<file path="src/rtl/wb_write_queue.sv">
// Register-file write arbiter: in-order writebacks win, long-latency (mult/div) results wait in a small FIFO.
// Define WBQ_BYPASS_EN to let an md result go straight to the write port when the FIFO is empty and no wb wins.
module wb_write_queue #(
  parameter int DEPTH = 4
) (
  input  logic                     clock,
  input  logic                     ctrl_reset,
  input  logic                     wb_valid,
  input  logic [4:0]               wb_reg,
  input  logic [31:0]              wb_data,
  input  logic                     md_valid,
  output logic                     md_ready,
  input  logic [4:0]               md_reg,
  input  logic [31:0]              md_data,
  input  logic [4:0]               qry_regA,
  input  logic [4:0]               qry_regB,
  output logic                     pending_hitA,
  output logic                     pending_hitB,
  output logic                     ctrl_writeEnable,
  output logic [4:0]               ctrl_writeReg,
  output logic [31:0]              data_writeReg,
  output logic [$clog2(DEPTH):0]   fifo_count
);

  localparam int AW = $clog2(DEPTH);
  localparam logic [AW:0] FullCount = (AW+1)'(DEPTH);

  logic [4:0]    regMem  [DEPTH];
  logic [31:0]   dataMem [DEPTH];
  logic [AW-1:0] headPtr;
  logic [AW-1:0] tailPtr;
  logic [AW:0]   count;

  logic wbWin;
  logic fifoEmpty;
  logic mdAccept;
  logic mdUseful;
  logic doBypass;
  logic doPush;
  logic doPop;

  assign wbWin     = wb_valid && (wb_reg != 5'd0);
  assign fifoEmpty = (count == '0);
  assign md_ready  = (count < FullCount);
  assign mdAccept  = md_valid && md_ready && !ctrl_reset;
  // Results aimed at register 0 are consumed but never stored.
  assign mdUseful  = mdAccept && (md_reg != 5'd0);
  assign doPop     = !wbWin && !fifoEmpty;
`ifdef WBQ_BYPASS_EN
  assign doBypass  = mdUseful && fifoEmpty && !wbWin;
`else
  assign doBypass  = 1'b0;
`endif
  assign doPush    = mdUseful && !doBypass;
  assign fifo_count = count;

  // Write port registers: wb first, then FIFO head, then the optional bypass.
  always_ff @(posedge clock or posedge ctrl_reset) begin
    if (ctrl_reset) begin
      ctrl_writeEnable <= 1'b0;
      ctrl_writeReg    <= 5'd0;
      data_writeReg    <= 32'd0;
    end else if (wbWin) begin
      ctrl_writeEnable <= 1'b1;
      ctrl_writeReg    <= wb_reg;
      data_writeReg    <= wb_data;
    end else if (doPop) begin
      ctrl_writeEnable <= 1'b1;
      ctrl_writeReg    <= regMem[headPtr];
      data_writeReg    <= dataMem[headPtr];
    end else if (doBypass) begin
      ctrl_writeEnable <= 1'b1;
      ctrl_writeReg    <= md_reg;
      data_writeReg    <= md_data;
    end else begin
      ctrl_writeEnable <= 1'b0;
    end
  end

  always_ff @(posedge clock or posedge ctrl_reset) begin
    if (ctrl_reset) begin
      headPtr <= '0;
      tailPtr <= '0;
      count   <= '0;
    end else begin
      if (doPush) tailPtr <= tailPtr + 1'b1;
      if (doPop)  headPtr <= headPtr + 1'b1;
      case ({doPush, doPop})
        2'b10:   count <= count + 1'b1;
        2'b01:   count <= count - 1'b1;
        default: count <= count;
      endcase
    end
  end

  always_ff @(posedge clock) begin
    if (doPush) begin
      regMem[tailPtr]  <= md_reg;
      dataMem[tailPtr] <= md_data;
    end
  end

  // A slot is live when its distance from the head is below the occupancy.
  always_comb begin
    logic [AW-1:0] offset;
    logic hitA;
    logic hitB;
    offset = '0;
    hitA   = ctrl_writeEnable && (ctrl_writeReg == qry_regA);
    hitB   = ctrl_writeEnable && (ctrl_writeReg == qry_regB);
    for (int i = 0; i < DEPTH; i++) begin
      offset = AW'(i) - headPtr;
      if ({1'b0, offset} < count) begin
        if (regMem[i] == qry_regA) hitA = 1'b1;
        if (regMem[i] == qry_regB) hitB = 1'b1;
      end
    end
    pending_hitA = hitA && (qry_regA != 5'd0);
    pending_hitB = hitB && (qry_regB != 5'd0);
  end

endmodule

</file>
<file path="config.mk">
export PLATFORM = sky130hd
export DESIGN_NAME = wb_write_queue
export DESIGN_NICKNAME = d
export VERILOG_FILES = /design/src/rtl/wb_write_queue.sv
export SDC_FILE = /design/constraint.sdc
export NUM_CORES = 1
export LEC_CHECK = 0
export ABC_AREA = 0
export BUFFER_PORTS_ARGS = -buffer_cell sky130_fd_sc_hd__buf_4
export CORE_UTILIZATION = 25
export DETAILED_ROUTE_END_ITERATION = 10
export GPL_ROUTABILITY_DRIVEN = 0
export PLACE_DENSITY_LB_ADDON = 0.12
export SYNTH_ARGS = -nofsm -noshare
export SYNTH_HDL_FRONTEND = slang
export SYNTH_SLANG_ARGS = --single-unit
</file>
<file path="constraint.sdc">
create_clock -name clock -period 2.3 [get_ports clock]
set_input_delay 0.115 -clock clock [delete_from_list [all_inputs] [get_ports clock]]
set_output_delay 0.115 -clock clock [all_outputs]
set_load 0.02 [all_outputs]
</file>
# Word-level counts from Yosys, hierarchy flattened

Memories as Yosys holds them, arrays and structs flattened.
Cells that the tools add are included.

Order comparisons: 5
Eq/ne operators: 12
Mux-type cells: 25
Add/sub/neg operators: 8
Reductions and logical operators: 19

Operator list:

| cell                                              | number |
|---|---|
| two-way mux 32 bit                                | 2 |
| == test 5 bit                                     | 10 |
| two-way mux 1 bit                                 | 20 |
| nonzero test 5 bit                                | 4 |
| less-than comparator 2 x 3 -> 1 bit               | 4 |
| two-way mux 5 bit                                 | 2 |
| logical AND 1 bit                                 | 9 |
| one-hot mux 3 bit (2 select lines)                | 1 |
| adder 2 x 1 -> 2 bit, second input constant       | 2 |
| nonzero test 2 bit                                | 2 |
| subtractor 1 x 2 -> 2 bit, first input constant   | 2 |
| subtractor 2 bit, first input constant            | 2 |
| adder 3 x 1 -> 3 bit, second input constant       | 1 |
| logical NOT 1 bit                                 | 3 |
| logical NOT 3 bit                                 | 1 |
| less-than comparator 3 bit, second input constant | 1 |
| subtractor 3 x 1 -> 3 bit, second input constant  | 1 |
| == test 2 x 1 -> 1 bit, second input constant     | 1 |
| == test 2 bit, second input constant              | 1 |

Logic and storage cells: 77
Register bits after elaboration: 45
Memories kept: 2
Memory bits (writable): 148

Memories:

| memory  | words | width | read ports | clocked after memory_dff | write ports | RTL line | source |
|---|---|---|---|---|---|---|---|
| dataMem | 4     | 32    | 1          | 0                        | 1           | 29       | `logic [31:0] dataMem [DEPTH];` |
| regMem  | 4     | 5     | 5          | 0                        | 1           | 28       | `logic [4:0] regMem [DEPTH];` |

# Depth between registers and ports, before layout

Gate-level depths: netlist of run 1.

Word-level depth: 11
Mapped depth: 9
Depth with buffers taken out: 9

# Least setup slack after synthesis of run 1

OpenSTA, ideal clock, no wires.

Path kind: in2reg
From: input port ctrl_reset
To: memory dataMem[0][0], enable pin
Setup slack: -566 ps
Path buffers: 0
Library setup time: 398 ps
Stages on the path: 3
Required time: 1902 ps
Arrival time: 2468 ps
Cells stage by stage: inv_1 -> o2111a_1 -> and2_1

Cells in the longest elaborated chain, start to end: 5

RTL lines:

| element                                 | RTL line | source |
|---|---|---|
| start: declaration                      | 7        | `input logic ctrl_reset,` |
| logical NOT 1 bit (no line)             | --       |  |
| logical AND 1 bit                       | 45       | `assign mdAccept = md_valid && md_ready && !ctrl_reset;` |
| logical AND 1 bit                       | 47       | `assign mdUseful = mdAccept && (md_reg != 5'd0);` |
| two-way mux 1 bit                       | 97       | `if (doPush) begin` |
| two-way mux 1 bit (not written as such) | 99       | `dataMem[tailPtr] <= md_data;` |
| end: declaration                        | 29       |  |

No other way between the ends.

# Final worst setup path of run 1

From: register headPtr[1]
To: output port pending_hitB

Cells in the longest elaborated chain, start to end: 10
Elaborated cells between the ends (all ways): 16

RTL lines:

| element                             | RTL line | source |
|---|---|---|
| start: declaration                  | 30       | `logic [AW-1:0] headPtr;` |
| start signal: assignment            | 87       | `if (doPop) headPtr <= headPtr + 1'b1;` |
| subtractor 1 x 2 -> 2 bit           | 112      | `offset = AW'(i) - headPtr;` |
| less-than comparator 2 x 3 -> 1 bit | 113      | `if ({1'b0, offset} < count) begin` |
| two-way mux 1 bit                   | 113      |  |
| two-way mux 1 bit                   | 115      | `if (regMem[i] == qry_regB) hitB = 1'b1;` |
| two-way mux 1 bit                   | 113      |  |
| two-way mux 1 bit                   | 115      |  |
| two-way mux 1 bit                   | 113      |  |
| two-way mux 1 bit                   | 115      |  |
| two-way mux 1 bit (*)               | 113      |  |
| logical AND 1 bit (*)               | 119      | `pending_hitB = hitB && (qry_regB != 5'd0);` |
| end: declaration                    | 18       | `output logic pending_hitB,` |

Mark *: on every way between the ends. The rest lies on a longest branch, timed or not.

==> results of run 1 <==
## repair_timing
action / in CTS / in global routing
endpoints found under the setup margin: 2 / 14
pin swaps: 5 / 9
hold endpoints to repair: 219 / 0
resized for setup: 13 / 12
setup buffers: 4 / 4
hold buffers: 76 / 0
## synth_stat cells, types with 2 or more instances
library cell                 n
sky130_fd_sc_hd__a21oi_2    34
sky130_fd_sc_hd__o22a_1      2
sky130_fd_sc_hd__clkbuf_1   10
sky130_fd_sc_hd__mux4_2     37
sky130_fd_sc_hd__xor2_1     42
sky130_fd_sc_hd__o211ai_1    4
sky130_fd_sc_hd__nand3_1     4
sky130_fd_sc_hd__xnor2_1    15
sky130_fd_sc_hd__ha_1        9
sky130_fd_sc_hd__mux2i_1    36
sky130_fd_sc_hd__buf_2       6
sky130_fd_sc_hd__edfxtp_1  148
sky130_fd_sc_hd__buf_12      2
sky130_fd_sc_hd__buf_6       3
sky130_fd_sc_hd__buf_4       5
sky130_fd_sc_hd__nor2_2     14
sky130_fd_sc_hd__inv_1      10
sky130_fd_sc_hd__dfrtp_1    45
sky130_fd_sc_hd__buf_8       2
sky130_fd_sc_hd__nand4_1     4
sky130_fd_sc_hd__and2_1      4
sky130_fd_sc_hd__nor2_1     26
sky130_fd_sc_hd__nand2_1     3
sky130_fd_sc_hd__nor4_1      4
sky130_fd_sc_hd__mux2_2      2
sky130_fd_sc_hd__a22o_1      2
sky130_fd_sc_hd__a21oi_1     4
sky130_fd_sc_hd__nor3_1      7
sky130_fd_sc_hd__or4_1       3
sky130_fd_sc_hd__o21ai_0     2
## worst min-delay path by stage
stage / startpoint / to / cells after the start
floorplan: ctrl_reset / ctrl_writeEnable / 1
global route: md_valid / fifo_count[1] / 5
finish: md_valid / tailPtr[1] / 4
CTS: wb_reg[3] / headPtr[0] / 5
global placement: md_data[19] / dataMem[1][19] / 1
detailed placement: md_data[30] / dataMem[3][30] / 1
## sequential cells by signal, indices dropped and copies added, names as in the netlist
name / flops
dataMem: 128
data_writeReg: 32
headPtr: 2
fifo_count: 3
ctrl_writeEnable: 1
ctrl_writeReg: 5
regMem: 20
tailPtr: 2
## kinds of logic (layout without fill, tap and decap cells)
family | count (synthesis) | after routing | synth area share, %
xor gates and xnor gates | 57 | 57 | 5.88
adders and majority gates | 10 | 10 | 1.56
AOI/OAI and AO/OA | 53 | 53 | 5.13
and+or+nand+nor | 71 | 71 | 4.32
buffers and inverters | 41 | 275 | 3.20
DFF | 193 | 193 | 65.6
muxes | 75 | 75 | 14.3
## cell type report
type	instances	area [sq um]
multi-input cells	266	2760
inverters	10	41.3
repair buffers	233	2080
fillers	3204	21900
clock inverters	14	118
flip-flops and latches	193	5580
well taps	448	561
clock buffers	18	439
## worst max-delay path, cell delays in order (launching register included)
cell,delay (ns)
sky130_fd_sc_hd__dfrtp_2,0.46
sky130_fd_sc_hd__xnor2_2,0.21
sky130_fd_sc_hd__inv_2,0.07
sky130_fd_sc_hd__ha_4,0.26
sky130_fd_sc_hd__a21oi_2,0.06
sky130_fd_sc_hd__o211ai_1,0.17
sky130_fd_sc_hd__nand4_1,0.11
sky130_fd_sc_hd__o22a_1,0.21
sky130_fd_sc_hd__buf_6,0.14
## through the flow
step	cells	utilization (%)	worst slack (ns)	hold slack, ns	cell area (sq um)
after floorplan	500	-	0.0694	0.130	8500
after global placement	1066	30.2	0.0331	0.315	10100
after detailed placement	1066	30.2	0.0295	0.319	10100
after CTS	1178	34.4	-0.000770	0.240	11500
after global routing	1182	34.6	-0.0781	0.296	11600
final	1182	34.6	0.0624	0.279	11600
## metal layers
metal / vias to the layer above / GRT usage [%] / routed length, microns
li1: 2335 / - / -
met1: 2556 / 15.9 / 9340
met2: 122 / 20.6 / 10300
met3: 18 / 2.97 / 857
met4: 2 / 4.29 / 349
met5: - / 0 / 10
## report_power, final
| group | internal [mW] | switching (mW) |
|---|---|---|
| logic | 2.17 | 2.26 |
| registers | 4.25 | 0.298 |
| clock network | 1.45 | 1.37 |
==> flow_summary_export.csv, run 1 <==
group,metric,value,unit
clocking,cts-buffers-inserted,17,
hold_path,tightest_hold_check_type,"input pin to register",
setup_path,path_class,"register to output port",
synth,synth_area_leader_cell,"sky130_fd_sc_hd__edfxtp_1",
route,routed-via-count,5033,
route,routed_via_density,4.26,
clocking,cts.htree.levels,4,
synth,post-synth-top-area-fraction,52.3,%
synth,synth.area.top_cells,"sky130_fd_sc_hd__edfxtp_1 52%, sky130_fd_sc_hd__dfrtp_1 13%, sky130_fd_sc_hd__mux4_2 9.8%",
synth,synthesis.nets,598,
sta,timing.final.hold_violations,0,
synth,dominantRegCellSynth,"sky130_fd_sc_hd__edfxtp_1",
power_and_ir_drop,max-vdd-ir-drop,526,uV
sta,worst_pin_slew,0.805,ns
synth,netlist-cell-type-count,41,
route,drt-wirelength-per-cell,17.6,microns
clocking,cts_root_buf,"sky130_fd_sc_hd__clkbuf_16",
layout,n_antenna_cell,0,
setup_path,worstPathArrival,2.12,ns
clocking,tritoncts,"done",
sta,worst_slew_margin_rel,46.3,%
layout,synthToLayoutAreaGrowth,36.3,%
floorplan,fp.coreArea,33400,sq um
synth,post_synth_edffs,148,
route,detail_route.drc_violations,0,
clocking,cts_max_path_buffers,2,
layout,final_cell_mix,"148 x sky130_fd_sc_hd__edfxtp_1, 142 x sky130_fd_sc_hd__buf_4, 76 x sky130_fd_sc_hd__dlygate4sd3_1, 43 x sky130_fd_sc_hd__dfrtp_1, 42 x sky130_fd_sc_hd__xor2_1",
power_and_ir_drop,p_per_area,1020,nW/um^2
sta,grt_setup_unrepaired,"true",
synth,post_synth_inst_count,500,
synth,syn-mean-instance-area,17.0,sq um
layout,most_frequent_standard_cell_in_the_layout_excluding_fill_and_tap_cells,"sky130_fd_sc_hd__edfxtp_1",
layout,fraction_of_final_layout_cells_with_drive_strength_greater_than_1,41.1,%
setup_path,r2r_start,"headPtr[0]",
setup_path,setup.worst_path.end,"pending_hitB",
route,detailedRoute.firstPassIterationCount,4,
sta,final.period_utilization,97.3,%
setup_path,critPathLaunch,"headPtr[1]",
synth,synth_sequential_area_ratio,65.6,%
global_route,grt_antenna_before_repair,1,
floorplan,fp.dieArea,34700,sq um
power_and_ir_drop,power.leakage,4.13,nW
status,status,"finished clean",
global_route,grt_start_max_net_pins,74,
clocking,skew_pair_late_insertion_delay,0.43,ns
place,port_buffers,131,
floorplan,start_util,25.4,%
sta,setup_total_negative_slack,0,ns
synth,synth_area,8490,sq um
synth,yosys_warnings,0,
floorplan,die_w,186,microns
setup_path,worst-r2r-cell-count,6,
layout,nets,819,
floorplan,top_level_ports,132,
floorplan,placement_rows,67,
synth,ys_ff_latch,193,
setup_path,worstPathRequired,2.18,ns
sta,final-max-slew-violation-count,0,
place,dp.final_hpwl,13700,microns
sta,final.min_clock_period,2.24,ns
setup_path,startpoint_class_of_the_critical_path,"register",
setup_path,critPathMaxFanout,3,
route,first_drt_iteration_drcs,201,
route,ant_nets,0,
setup_path,cp-end-kind,"output port",
route,wirelength,20900,microns
global_route,groute.usage.overall,12.4,%
floorplan,dieHeight,186,microns
global_route,global_route_wire_length_before_repair,32600,microns
global_route,first_global_vias,5490,
sta,report.final.setup_viol,0,
setup_path,reg2reg_to,"data_writeReg[1]",
power_and_ir_drop,post-layout-total-power,11.8,mW
synth,asyncSetResetFlopFracSynth,23.3,%
sta,maximum_clock_rate,0.447,GHz
global_route,overflow,0,
job,max_cap_violations,0,
clocking,clk_pin_slew,0.07,ns
setup_path,worst_r2r_setup_slack,0.16,ns
sta,clock_skew,0.0149,ns
clocking,cts_num_sinks,193,
Power figures use the tool's default switching activity.
==> run 2: changes to the inputs <==
--- a/config.mk
+++ b/config.mk
@@ -10,6 +10,7 @@
 export CORE_UTILIZATION = 25
 export DETAILED_ROUTE_END_ITERATION = 10
 export GPL_ROUTABILITY_DRIVEN = 0
+export GPL_TIMING_DRIVEN = 0
 export PLACE_DENSITY_LB_ADDON = 0.12
 export SYNTH_ARGS = -nofsm -noshare
 export SYNTH_HDL_FRONTEND = slang
==> run 2 against run 1 <==
  * Register-to-register slack worse by 0.05 ns
  * Wire length rose by 9.0%
  * The flow now finishes with violations (negative setup slack)
  * Combinational power up 4%
  * Non-clock buffer count grew 10
  * Count of clock-buffer cells in the layout did not move
  * Sequential power barely moved
  * Critical path depth grew 1
  * Final cell count increased by 0.93%
  * Fmax fell by 5.8%
  * Power rose by 1.9%
==> flow_summary_export.csv, run 2 (synthesis gave the netlist of run 1 again) <==
group,metric,value,unit
setup_path,critical-path-slowest-cell,"sky130_fd_sc_hd__dfrtp_2",
layout,synthToLayoutAreaGrowth,36.5,%
clocking,tritoncts,"done",
setup_path,path_class,"register to output port",
power_and_ir_drop,max-vdd-ir-drop,484,uV
sta,grt_setup_unrepaired,"true",
layout,fraction_of_final_layout_cells_with_drive_strength_greater_than_1,40.0,%
setup_path,critPathMaxFanout,2,
setup_path,worstPathArrival,2.26,ns
clocking,cts_root_buf,"sky130_fd_sc_hd__clkbuf_16",
setup_path,worst_path_cell_chain,"buf_12 > inv_4 > ha_4 > a21oi_1 > o21ai_1 > nand3_1 > nor4_1 > o22a_1 > buf_6",
setup_path,worstPathRequired,2.18,ns
setup_path,cp-end-kind,"output port",
job,max_cap_violations,0,
route,ant_nets,0,
floorplan,fp.coreArea,33400,sq um
sta,fin_ws,-0.0753,ns
setup_path,cp_slowest_stage_delay,0.39,ns
floorplan,top_level_ports,132,
layout,final_cell_mix,"148 x sky130_fd_sc_hd__edfxtp_1, 134 x sky130_fd_sc_hd__buf_4, 77 x sky130_fd_sc_hd__dlygate4sd3_1, 43 x sky130_fd_sc_hd__dfrtp_1, 42 x sky130_fd_sc_hd__xor2_1",
sta,worst_slew_margin_rel,51.6,%
layout,n_antenna_cell,0,
global_route,first_global_vias,5682,
global_route,grt_start_max_net_pins,38,
sta,worst_pin_slew,0.725,ns
power_and_ir_drop,p_per_area,1040,nW/um^2
layout,most_frequent_standard_cell_in_the_layout_excluding_fill_and_tap_cells,"sky130_fd_sc_hd__edfxtp_1",
clocking,skew_pair_late_insertion_delay,0.44,ns
status,violations,"negative setup slack",
floorplan,die_w,186,microns
layout,reg_top3,"dataMem: 128 flops, data_writeReg: 32 flops, regMem: 20 flops",
status,status,"finished, violations left",
route,detail_route.drc_violations,0,
setup_path,startpoint_class_of_the_critical_path,"register",
route,detailedRoute.firstPassIterationCount,4,
route,first_drt_iteration_drcs,264,
route,routed-via-count,5141,
sta,clock_skew,0.0142,ns
clocking,clk_pin_slew,0.07,ns
route,routed_via_density,4.31,
global_route,groute.usage.overall,13.7,%
clocking,cts-buffers-inserted,17,
layout,regMostFlops,"dataMem",
floorplan,start_util,25.4,%
setup_path,worst_r2r_setup_slack,0.11,ns
global_route,overflow,0,
floorplan,placement_rows,67,
hold_path,tightest_hold_check_type,"input pin to register",
layout,final_core_util,34.7,%
sta,final.min_clock_period,2.38,ns
clocking,cts_num_sinks,193,
sta,final-max-slew-violation-count,0,
floorplan,fp.dieArea,34700,sq um
layout,nets,830,
floorplan,dieHeight,186,microns
power_and_ir_drop,power.leakage,4.14,nW
layout,largest_register_ffs,128,
route,wirelength,22700,microns
clocking,cts_max_path_buffers,2,
route,drt-wirelength-per-cell,19.1,microns
sta,report.final.setup_viol,2,
global_route,grt_antenna_before_repair,0,
sta,maximum_clock_rate,0.421,GHz
sta,timing.final.hold_violations,0,
place,port_buffers,121,
power_and_ir_drop,post-layout-total-power,12.0,mW
clocking,cts.htree.levels,4,
sta,final.period_utilization,103,%
global_route,global_route_wire_length_before_repair,35100,microns
place,dp.final_hpwl,14500,microns
[run 2: stage by stage]
stage / setup WS (ns) / cell area [sq um] / cells / hold WS [ns] / TNS (ns)
2_1_floorplan: 0.0694 / 8500 / 500 / 0.130 / 0
6_report: -0.0753 / 11600 / 1193 / 0.183 / -0.123
5_1_grt: -0.199 / 11600 / 1193 / 0.188 / -0.374
3_5_place_dp: -0.883 / 9970 / 1069 / 0.320 / -131.61
3_3_place_gp: -0.768 / 9970 / 1069 / 0.316 / -114.87
4_1_cts: -0.120 / 11500 / 1188 / 0.168 / -0.212
[run 2: timing repair]
action                     CTS  global route
resized for setup           38             7
cloned                       1             0
setup endpoints to repair  152             4
setup buffers                8             5
pin swaps                    8            10
hold buffers                78             0
hold endpoints to repair   207             0
[run 2: path summary, 6_finish.rpt]
| kind | cells past startpoint | to | start |
|---|---|---|---|
| max reg2reg | 6 | ctrl_writeReg[4] | headPtr[0] |
| min | 3 | tailPtr[0] | md_valid |
| min reg2reg | 2 | data_writeReg[24] | data_writeReg[24] |
| max in group asynchronous | 3 | data_writeReg[0] | ctrl_reset |
| max | 9 | pending_hitA | headPtr[1] |
| min in group asynchronous | 3 | data_writeReg[18] | ctrl_reset |
[run 2: metal layers]
metal  vias to the layer above  global-route usage, %  part of all wire, %
met5                         -                      0                    0
met4                         0                   4.07                  1.6
met3                        22                   3.12                  3.7
met2                       134                   22.8                   49
met1                      2627                   17.8                   46
li1                       2358                      -                    -
[run 2: cell type report]
cell class	instances	area (sq um)
flip-flops and latches	193	5570
repair buffers	212	1820
multi-input cells	266	2750
clock inverters	14	131
well taps	448	561
fillers	3293	21900
inverters	10	47.5
repair inverters	1	7.51
plain buffers	31	269
clock buffers	18	429
[run 2: worst max-delay path, delay by kind of cell (launching register included)]
family / cells / cell delay [ns]
compound gates: 3 / 0.52
fa+ha+maj: 1 / 0.24
buf+inv: 3 / 0.27
flops: 1 / 0.39
simple gates: 2 / 0.41
[run 2: report_power, final]
part / switching, mW / internal, mW / total (mW)
logic: 2.34 / 2.26 / 4.60
registers: 0.305 / 4.25 / 4.55
clock network: 1.43 / 1.43 / 2.86
